--- src/rtl/riscv_dbg_pkg.sv ---
// Shared debug types for the register dump unit: FSM states, halt encoding
// and the packed word carried on the dump stream.
package riscv_dbg_pkg;

  typedef enum logic [2:0] {
    RUN,
    READ,
    SEND,
    CSUM,
    DONE
  } dump_state_t;

  // jal x0,0 : the terminal self-loop every test program ends on
  localparam logic [31:0] HALT_JAL_SELF = 32'h0000006F;

  localparam int DUMP_REGS       = 32;
  localparam int DUMP_MIN_RETIRE = 6;

  typedef struct packed {
    logic [31:0] data;
    logic [4:0]  idx;
    logic        is_csum;
    logic        last;
  } dbg_word_t;

  // Halt match only counts once the core has retired enough instructions,
  // so a program that starts on a self-loop does not dump immediately.
  function automatic logic is_halt_match(input logic        valid,
                                         input logic [31:0] instr,
                                         input logic [31:0] halt_instr,
                                         input logic        armed);
    return valid && (instr == halt_instr) && armed;
  endfunction

endpackage

--- src/rtl/reg_dump_unit.sv ---
// End-of-program register dumper: freezes the core, walks the register file
// through a debug read port and streams every register plus a checksum.
module reg_dump_unit
  import riscv_dbg_pkg::*;
#(
  parameter logic [31:0] HALT_INSTR = HALT_JAL_SELF,
  parameter int          MIN_RETIRE = DUMP_MIN_RETIRE,
  parameter int          NUM_REGS   = DUMP_REGS
) (
  input  logic        clk,
  input  logic        reset,
  input  logic [31:0] instruction,
  input  logic        instr_valid,
  input  logic        dump_req,
  output logic [4:0]  rf_raddr,
  input  logic [31:0] rf_rdata,
  output logic        cpu_halt,
  output logic        out_valid,
  input  logic        out_ready,
  output logic [31:0] out_data,
  output logic [4:0]  out_idx,
  output logic        out_is_csum,
  output logic        out_last,
  output logic        done
);

  // Stream handshake: a word transfers on a rising clk edge where
  // out_valid && out_ready; once out_valid is high the word and its flags
  // hold until that edge, and out_ready is ignored while out_valid is low.

  localparam int             CNT_W     = 8;
  localparam logic [CNT_W-1:0] CNT_MAX = '1;
  localparam logic [CNT_W-1:0] MIN_CNT = CNT_W'(MIN_RETIRE);
  localparam logic [4:0]     LAST_IDX  = 5'(NUM_REGS - 1);

  dump_state_t      state;
  logic [CNT_W-1:0] retire_cnt;
  logic [4:0]       index;
  logic [31:0]      csum;
  dbg_word_t        word;
  logic             out_valid_q;
  logic             cpu_halt_q;
  logic             done_q;

  logic        halt_hit;
  logic        trigger;
  logic        fire;
  logic [31:0] rd_value;
  logic [31:0] csum_next;

  always_comb begin
    halt_hit  = is_halt_match(instr_valid, instruction, HALT_INSTR,
                              retire_cnt >= MIN_CNT);
    trigger   = halt_hit || dump_req;
    fire      = out_valid_q && out_ready;
    // x0 is hardwired zero regardless of what the read port returns
    rd_value  = (index == 5'd0) ? 32'd0 : rf_rdata;
    csum_next = csum + word.data;
  end

  always_ff @(posedge clk or posedge reset) begin
    if (reset) begin
      state       <= RUN;
      retire_cnt  <= '0;
      index       <= '0;
      csum        <= '0;
      word        <= '0;
      out_valid_q <= 1'b0;
      cpu_halt_q  <= 1'b0;
      done_q      <= 1'b0;
    end else begin
      case (state)
        RUN: begin
          if (instr_valid && (retire_cnt != CNT_MAX))
            retire_cnt <= retire_cnt + 1'b1;
          if (trigger) begin
            state      <= READ;
            cpu_halt_q <= 1'b1;
            index      <= '0;
            csum       <= '0;
          end
        end
        READ: begin
          word        <= '{data: rd_value, idx: index, is_csum: 1'b0, last: 1'b0};
          out_valid_q <= 1'b1;
          state       <= SEND;
        end
        SEND: begin
          if (fire) begin
            csum <= csum_next;
            if (index == LAST_IDX) begin
              // checksum word follows back-to-back, valid stays high
              word  <= '{data: csum_next, idx: 5'd0, is_csum: 1'b1, last: 1'b1};
              state <= CSUM;
            end else begin
              index       <= index + 1'b1;
              out_valid_q <= 1'b0;
              state       <= READ;
            end
          end
        end
        CSUM: begin
          if (fire) begin
            out_valid_q <= 1'b0;
            done_q      <= 1'b1;
            state       <= DONE;
          end
        end
        DONE: begin
          cpu_halt_q <= 1'b1;
          done_q     <= 1'b1;
        end
        default: state <= RUN;
      endcase
    end
  end

  assign rf_raddr    = index;
  assign cpu_halt    = cpu_halt_q;
  assign out_valid   = out_valid_q;
  assign out_data    = word.data;
  assign out_idx     = word.idx;
  assign out_is_csum = word.is_csum;
  assign out_last    = word.last;
  assign done        = done_q;

endmodule

--- config.mk ---
export PLATFORM = sky130hd
export DESIGN_NAME = reg_dump_unit
export DESIGN_NICKNAME = d
export VERILOG_FILES = /design/src/rtl/riscv_dbg_pkg.sv /design/src/rtl/reg_dump_unit.sv
export SDC_FILE = /design/constraint.sdc
export NUM_CORES = 1
export LEC_CHECK = 0
export ABC_CLOCK_PERIOD_IN_PS = 7800
export CAP_MARGIN = 20
export CELL_PAD_IN_SITES_DETAIL_PLACEMENT = 0
export CELL_PAD_IN_SITES_GLOBAL_PLACEMENT = 2
export CORE_AREA = 2 2 134 136
export DETAILED_ROUTE_END_ITERATION = 10
export DIE_AREA = 0 0 136 138
export PLACE_DENSITY = 0.81
export SETUP_SLACK_MARGIN = 0.1
export SLEW_MARGIN = 20
export SYNTH_ARGS = -nofsm -noshare
export SYNTH_HDL_FRONTEND = slang
export SYNTH_SLANG_ARGS = --single-unit
--- constraint.sdc ---
create_clock -name clk -period 7.8 [get_ports clk]
set_input_delay 0.78 -clock clk [delete_from_list [all_inputs] [get_ports clk]]
set_output_delay 0.78 -clock clk [all_outputs]
set_load 0.01 [all_outputs]
; Word-level counts from Yosys, hierarchy flattened
; Cells that the tools add are included.
[classes]
n_addsub = 3
n_lt_le_gt_ge = 1
eq_ne = 12
mux = 24
n_bitwise = 1
n_reduce_logical = 20
[op_table]
columns = operator, n
row1 = 32-bit two-way mux, 3
row2 = 39-bit two-way mux, 2
row3 = 39-bit case mux with 2 select lines, 1
row4 = 32-bit case mux with 2 select lines, 1
row5 = 32-bit adder, 1
row6 = 32-bit by 7-bit == test with 1-bit output (second input constant), 1
row7 = 5-bit two-way mux, 3
row8 = 3-bit case mux with 5 select lines, 1
row9 = 4-bit AND reduction, 3
row10 = 2-bit != test (second input constant), 5
row11 = 5-bit case mux with 2 select lines, 1
row12 = 3-bit two-way mux, 3
row13 = 8-bit by 1-bit adder with 8-bit output (second input constant), 1
row14 = 8-bit by 3-bit greater-or-equal comparator with 1-bit output (second input constant), 1
row15 = 8-bit != test (second input constant), 1
row16 = 2-bit nonzero test, 4
row17 = 3-bit by 2-bit == test with 1-bit output (second input constant), 2
row18 = 2-bit AND reduction, 3
row19 = 3-bit AND reduction, 2
row20 = 5-bit by 1-bit adder with 5-bit output (second input constant), 1
row21 = 5-bit == test (second input constant), 1
row22 = 5-bit zero test, 1
row23 = 1-bit two-way mux, 5
row24 = 1-bit logical AND, 4
row25 = other kinds (9), 10
[totals]
register_bits = 90
input_bits = 69
output_inout_bits = 47
elab_cells = 72

; Depth between registers and ports, before layout
; Gate-level depths: netlist (run 1).
[logic_depth]
depth_word = 6
mapped_depth = 12

; Worst setup path after synthesis (run 1)
; OpenSTA, ideal clock, no wires.
[synth_path]
path_kind = register to register
from = register word (netlist bit out_data[15])
to = register word (netlist bit out_data[31])
setup_ps = 135
t_arrival_ps = 2639
t_required_ps = 7665
setup_slack_ps = 5026
stages_incl_launch_ff = 10
path_buffers = 0
cell_sequence = dfrtp_1 -> ha_1 -> or3_1 -> a311o_1 -> a31oi_1 -> a211oi_1 -> mux2i_1 -> a2111oi_2 -> mux2i_1 -> o211ai_1
[synth_via]
elab_chain_len = 4
[synth_lines]
columns = element, line
row1 = "start, declared", reg_dump_unit.sv:40  ; dbg_word_t word;
row2 = "start signal, assigned", reg_dump_unit.sv:84  ; word <= '{data: rd_value, idx: index, is_csum: 1'b0, last: 1'b0};
row3 = "start signal, assigned", reg_dump_unit.sv:93  ; word <= '{data: csum_next, idx: 5'd0, is_csum: 1'b1, last: 1'b1};
row4 = 32-bit adder, reg_dump_unit.sv:58  ; csum_next = csum + word.data;
row5 = 39-bit two-way mux, reg_dump_unit.sv:91  ; if (index == LAST_IDX) begin
row6 = 39-bit two-way mux, reg_dump_unit.sv:89  ; if (fire) begin
row7 = 39-bit case mux with 2 select lines, reg_dump_unit.sv:72  ; case (state)
; Every way passes these cells. The select of a mux whose other input is x is not followed.
; A chain may end at the register's enable or synchronous reset.

; Worst setup path after layout (run 1)
[layout_path]
from = input port instruction[28]
to = register csum[31]
[layout_via]
elab_chain_len = 6
[layout_lines]
columns = element, line
row1 = "start, declared", reg_dump_unit.sv:12  ; input logic [31:0] instruction,
row2 = 32-bit by 7-bit == test with 1-bit output, riscv_dbg_pkg.sv:32  ; return valid && (instr == halt_instr) && armed;
row3 = 1-bit logical AND (2 in a row), riscv_dbg_pkg.sv:32
row4 = 1-bit logical OR, reg_dump_unit.sv:54  ; trigger = halt_hit || dump_req;
row5 = 2-bit != test (no source line), n/a
row6 = 3-bit AND reduction (no source line), n/a
row7 = "end signal, assigned", reg_dump_unit.sv:90  ; csum <= csum_next;
row8 = "end, declared", reg_dump_unit.sv:39  ; logic [31:0] csum;
; Every way passes these cells.

==> flow_metrics.tcl, run 1 <==
set metrics [dict create \
    syn_avg_cell_area_sq_um 8.68 \
    yosys_warnings 0 \
    cp_data_arrival_time_ns 3.46 \
    grt_max_degree 64 \
    die_h_microns 138 \
    die_x_microns 136 \
    syn-num-nets 752 \
    grt.total_usage 0.173 \
    post_drt_via_cell_ratio 5.16 \
    power.density_mw_per_mm2 429 \
    port-buffer-count 115 \
    clk_pin_slew_ns 0.06 \
    fin_crit_sh 0.408 \
    cts.hold.buffers_added 0 \
    wl_mm 15.6 \
    critPathLaunchType "input pin" \
    gp_congestion 0.855 \
    route.detailed.drc 0 \
    finalSetupTns_ns 0 \
    worst_path_largest_cell_delay_ns 0.51 \
    p_leak_nw 3.11 \
    rows 49 \
    drive_gt1_frac 0.0480 \
    p_total_w 0.00311 \
    cts_made_buffers 9 \
    design_area_sq_mm 0.00724 \
    initial_core_util 0.320 \
    grt-ovfl-total 0 \
    syn_inst 646 \
    areaGrowthSynthToFinish_pct 29.1 \
    final_nets 851 \
    clk-insertion-delay-late_ns 0.35 \
    cts_max_level 3 \
    rsz0062_at_grt "false" \
    hpwl_mm 11.5 \
    post_drt_wl_per_cell_microns 16.0 \
    hold_class "register to register" \
    cp.required_ns 8.07 \
    cts.sinks 89 \
    cpMaxStageDelayCell "or4b_1" \
    num_antenna_cells 0 \
    crit_path_cell_trace "clkdlybuf4s50_1 > or4b_1 > nor4_1 > a41o_1 > nand2b_1 > o2111ai_4 > buf_4 > or4_1 > o21ai_1" \
    synth_edf_count 0 \
    worst_pin_slew_ns 0.933 \
    route.antenna.remaining_nets 0 \
    syn_area_sq_mm 0.00561 \
    async_flop_share 1.00 \
    cts_max_path_buffers 2 \
    relSlewSlack 0.376 \
    final_hold_viol_count 0 \
    grt_pass1_wl_mm 25.9 \
    n_fill_cell 1795 \
    ys_seq_elements 89 \
    final.setup.worst_slack_ns 4.62 \
    crit_path_max_fanout 63 \
    synthDistinctLibCells 64 \
    drtIter0Drc 298 \
    dieArea_sq_mm 0.0188 \
    postCtsSetupBuffers 0 \
    cts_resized 0 \
    setup.worst_path.start "instruction[28]" \
    status "finished, final reports clean" \
    cap_violations 0 \
    ys_seq_area_frac 0.397 \
    slew_viol_final 0 \
    vias 5050 \
    ir_drop_mv 0.287 \
    cts-root-buf "clkbuf_16" \
    antenna_found_initial 0 \
    setup.worst_path.class "input pin to register" \
    skew_ns 0.00962 \
    place_inst 963 \
    finalSetupViolations 0 \
    coreArea_sq_mm 0.0175 \
    dpl_cell_area_sq_mm 0.00698 \
    period_minus_slack_ns 3.18 \
    dp_slack_ns 4.24 \
    end_kind "register" \
    max_freq_ghz 0.314 \
    drt_first_pass_iters 4 \
    hold_path_startpoint "cpu_halt$_DFFE_PP0P_" \
    r2r_start "out_data[14]$_DFFE_PP0P_" \
    synth_ff_type "dfrtp_1" \
    grt_pass1_vias 5002 \
    tritoncts "built" \
    stdcell_count 979 \
    pin_count 116 \
]
==> area by class of cell <==
class / instances / area (sq um) / share of cell area
clock buffers: 13 / 240 / 0.0332
clock inverters: 3 / 17.5 / 0.00242
inverters: 13 / 50.0 / 0.00692
flip-flops and latches: 89 / 2230 / 0.308
well taps: 229 / 287 / 0.0396
multi-input cells: 513 / 3230 / 0.447
repair buffers: 119 / 1180 / 0.163
==> through the flow <==
step	hold WS, ns	utilization
after detailed placement	0.459	0.398
after floorplan	0.453	-
after CTS	0.474	0.413
final	0.467	0.413
after global routing	0.484	0.413
after global placement	0.455	0.398
==> synth_stat cells (2+ instances only) <==
library cell / instances / area (sq um)
clkbuf_1: 26 / 97.6
buf_2: 4 / 20.0
and4_1: 2 / 17.5
o21bai_1: 4 / 30.0
nand2b_1: 4 / 25.0
ha_1: 36 / 450
nor2_1: 49 / 184
nor3_1: 12 / 60.1
mux2i_1: 3 / 30.0
nor2b_1: 2 / 12.5
a21oi_1: 58 / 290
o31ai_1: 12 / 90.1
nand3b_1: 2 / 15.0
and3_1: 11 / 68.8
xnor2_1: 25 / 219
or3_1: 3 / 18.8
or2_2: 5 / 31.3
a31oi_1: 17 / 106
a221oi_1: 3 / 26.3
and2_1: 5 / 31.3
inv_1: 13 / 48.8
or4_1: 2 / 15.0
dfrtp_1: 89 / 2230
o211ai_1: 3 / 22.5
a41oi_1: 2 / 17.5
a21o_1: 17 / 128
or4b_1: 2 / 20.0
nor4_1: 4 / 25.0
nand2_1: 99 / 372
o311ai_0: 2 / 17.5
o21ai_0: 54 / 270
xor2_1: 10 / 87.6
nand4_1: 5 / 31.3
a211oi_1: 8 / 60.1
o21a_1: 7 / 52.6
nand3_1: 18 / 90.1
==> worst paths after layout <==
kind                       cells past startpoint                       end  slack, ns
setup reg to reg                               9  out_data[31]$_DFFE_PP0P_       4.72
hold reg to reg                                1      cpu_halt$_DFFE_PP0P_       0.47
setup / recovery                               9      csum[31]$_DFFE_PP0P_       4.62
min in group asynchronous                      2  out_data[12]$_DFFE_PP0P_       0.86
max in group asynchronous                      3  out_data[11]$_DFFE_PP0P_       5.81
hold / removal                                 1      cpu_halt$_DFFE_PP0P_       0.47
==> state kept, by name, indices dropped and copies added (netlist names) <==
name,count
out_idx,5
cpu_halt,1
out_valid,1
out_data,32
rf_raddr,5
state,3
retire_cnt,8
csum,32
done,1
out_is_csum,1
==> report_power, final <==
| part | leakage (nW) | internal [W] | switching, W |
|---|---|---|---|
| sequential | 1.14 | 0.000656 | 0.000170 |
| clock | 0.124 | 0.000215 | 0.000177 |
| combinational | 1.84 | 0.000795 | 0.00109 |
| total | 3.11 | 0.00167 | 0.00144 |
==> metal layers <==
metal  vias up  track usage  share of wire
li1       2518            -              -
met1      2402        0.242           0.48
met2       108        0.268           0.46
met3        22       0.0392          0.045
met4         0       0.0471          0.017
met5         -            0              0
==> cell families after synthesis <==
group / after synthesis / synth area share
adder cells (fa/ha/maj): 37 / 0.0839
buffers and inverters: 44 / 0.0310
AO/OA/AOI/OAI: 207 / 0.237
multiplexers: 4 / 0.00736
AND/OR/NAND/NOR: 230 / 0.189
flip-flops: 89 / 0.397
XOR/XNOR: 35 / 0.0547
==> layout by cell type, fill, tap and decap left out, types with 2 or more instances in the layout <==
cell,synthesis,final
ha_1,36,36
a31oi_1,17,16
clkinv_2,0,3
or3_1,3,3
and4_1,2,2
clkbuf_1,26,4
o211ai_1,3,3
nor2_1,49,47
nand3_1,18,18
and2_1,5,5
o21bai_1,4,4
o31ai_1,12,12
a41oi_1,2,2
a221oi_1,3,3
xnor2_1,25,25
o21ai_0,54,54
nor2b_1,2,2
a21o_1,17,17
a21oi_1,58,58
or4_1,2,2
nand4_1,5,5
and3_1,11,11
nor4_1,4,4
xor2_1,10,10
buf_4,1,4
o311ai_0,2,2
a211oi_1,8,8
o21a_1,7,7
or4b_1,2,2
clkdlybuf4s50_1,0,115
clkbuf_16,0,9
nand2b_1,4,4
nor3_1,12,12
mux2i_1,3,3
or2_2,5,5
dfrtp_1,89,89
nand3b_1,2,2
inv_1,13,12
nand2_1,99,99
==> worst max-delay path: cells and delay by family <==
family | cells | cell delay (ns)
buffers and inverters | 2 | 0.72
AOI/OAI and AO/OA | 3 | 0.49
and+or+nand+nor | 4 | 1.44
No activity file was read; power rests on OpenSTA's default activity.
==> inputs of run 2 (changes only) <==
- ABC_CLOCK_PERIOD_IN_PS: 7800 -> 3000
- CORE_AREA: 2 2 134 136 -> 2 2 138 140
- DIE_AREA: 0 0 136 138 -> 0 0 140 142
- PLACE_DENSITY: 0.81 -> 0.77
- clock period: 7.8 -> 3 ns (I/O delays scaled with it)
==> run 2 against run 1 <==
The flow now finishes with violations (DRC). Non-clock buffer count is 26 higher. Clock skew is 0.0027 ns lower. Core utilization is 0.14 points higher. Hold slack worse by 0.14 ns. Sequential power grew to 2.6 times the previous value.
==> flow_metrics.tcl, run 2 (synthesis results as in run 1) <==
set metrics [dict create \
    status "finished, violations left" \
    failed_checks "DRC" \
    final.setup.worst_slack_ns 0.275 \
    final_core_util 0.414 \
    p_leak_nw 3.28 \
    dp_slack_ns 0.121 \
    holdWs_ns 0.324 \
    hpwl_mm 12.7 \
    power.share.clock 0.147 \
    route.antenna.remaining_nets 0 \
    port-buffer-count 115 \
    power.internal_w 0.00493 \
    setup.worst_path.class "register to register" \
    period_minus_slack_ns 2.73 \
    drive_gt1_frac 0.104 \
    cts.sinks 89 \
    skew_ns 0.00694 \
    route.detailed.drc 7 \
    worst_pin_slew_ns 0.716 \
    clk-insertion-delay-late_ns 0.35 \
    die_h_microns 142 \
    final_common_cell "clkdlybuf4s50_1" \
    drtIter0Drc 306 \
    antenna_found_initial 0 \
    multiInputGateArea_sq_mm 0.00333 \
    finalSetupViolations 0 \
    clk_pin_slew_ns 0.07 \
    fin_crit_sh 0.908 \
    tritoncts "built" \
    wl_mm 17.0 \
    rsz0062_at_grt "false" \
    cts_made_buffers 9 \
    combPwrFrac 0.614 \
    gp_congestion 0.899 \
    initial_core_util 0.304 \
    final_hold_viol_count 0 \
    finalSetupTns_ns 0 \
    grt.total_usage 0.176 \
    vias 5247 \
    die_x_microns 140 \
    hold_class "input pin to async pin" \
    relSlewSlack 0.517 \
    drt_first_pass_iters 8 \
    end_kind "register" \
    rows 50 \
    max_freq_ghz 0.367 \
    regArea_sq_mm 0.00223 \
    grt_pass1_vias 5468 \
    post_drt_wl_per_cell_microns 16.8 \
    final_nets 877 \
    switching_share 0.449 \
    coreArea_sq_mm 0.0185 \
    areaGrowthSynthToFinish_pct 36.3 \
    cap_violations 0 \
    p_total_w 0.00895 \
    cp_data_arrival_time_ns 2.96 \
    crit_path_max_fanout 4 \
    post_drt_via_cell_ratio 5.20 \
    grt-ovfl-total 0 \
    final_cell_mix "clkdlybuf4s50_1, nand2_1, dfrtp_1, a21oi_1, o21ai_0" \
    switching_power_w 0.00402 \
    cts.hold.buffers_added 0 \
    cts_max_path_buffers 2 \
    cts_max_level 3 \
    slew_viol_final 0 \
    power.density_mw_per_mm2 1170 \
    pin_count 116 \
    num_antenna_cells 0 \
    cts-root-buf "clkbuf_16" \
    cp.required_ns 3.23 \
    n_fill_cell 1789 \
    dieArea_sq_mm 0.0199 \
    power_frac_seq 0.239 \
    grt_max_degree 59 \
    grt_pass1_wl_mm 28.0 \
    critPathLaunchType "register" \
    ir_drop_mv 0.521 \
]
## run 2: cell types whose count changed in the layout (fill, tap and decap cells not counted), moves of 3 or more
cell,before,now
bufinv_16,0,3
ha_1,36,33
a211oi_2,0,4
clkbuf_1,4,0
a211oi_1,8,4
buf_4,4,28
## run 2: worst paths after layout
check | end | cells past startpoint | slack, ns | startpoint
setup / recovery | out_data[21]$_DFFE_PP0P_ | 10 | 0.27 | out_data[1]$_DFFE_PP0P_
hold / removal | retire_cnt[6]$_DFFE_PP0P_ | 2 | 0.32 | reset
setup reg to reg | out_data[21]$_DFFE_PP0P_ | 10 | 0.27 | out_data[1]$_DFFE_PP0P_
hold reg to reg | cpu_halt$_DFFE_PP0P_ | 1 | 0.47 | cpu_halt$_DFFE_PP0P_
max in group asynchronous | csum[23]$_DFFE_PP0P_ | 3 | 1.95 | reset
min in group clk | cpu_halt$_DFFE_PP0P_ | 1 | 0.47 | cpu_halt$_DFFE_PP0P_
## run 2: routing by layer
metal	global-route usage	up-vias	share of wire
met5	0	-	0
met4	0.0579	0	0.017
met3	0.0303	20	0.048
met2	0.291	138	0.46
met1	0.236	2514	0.47
li1	-	2575	-
## run 2: layout make-up
| class | count | share of cell area |
|---|---|---|
| inverter | 13 | 0.00655 |
| clock inverter | 7 | 0.0156 |
| clock buffer | 9 | 0.0295 |
| tap | 234 | 0.0383 |
| timing repair buffer | 145 | 0.183 |
| multi-input combinational | 513 | 0.435 |
| sequential | 89 | 0.291 |
## run 2: worst max-delay path, stage by stage, from the launching register on
cell and delay, ns:
dfrtp_1 0.44, ha_1 0.33, a211oi_1 0.36, o21a_1 0.22, o31a_1 0.21, a211oi_2 0.10, buf_4 0.15, nand2b_1 0.17
a21boi_1 0.31, mux2i_1 0.23, nand3_1 0.09
## run 2: power by group through the flow
stage	logic, W	registers, W	clock network, W
6_report	0.00550	0.00214	0.00131
2_1_floorplan	0.00338	0.00215	0
3_3_place_gp	0.00532	0.00213	0
4_1_cts	0.00540	0.00213	0.00136
5_1_grt	0.00611	0.00222	0.00140
3_5_place_dp	0.00536	0.00215	0
## run 2: repair_timing
action / 4_1_cts / 5_1_grt
buffers inserted: 0 / 1
endpoints found under the hold margin: 0 / 0
cloned: 0 / 0
pin swaps: 1 / 4
setup endpoints to repair: 1 / 15
gates resized for setup: 0 / 19
## run 2: through the flow
step,std cells,instance area (sq um)
3_3_place_gp,993,7200
6_report,1010,7640
2_1_floorplan,646,5610
3_5_place_dp,993,7200
4_1_cts,1009,7540
5_1_grt,1010,7640
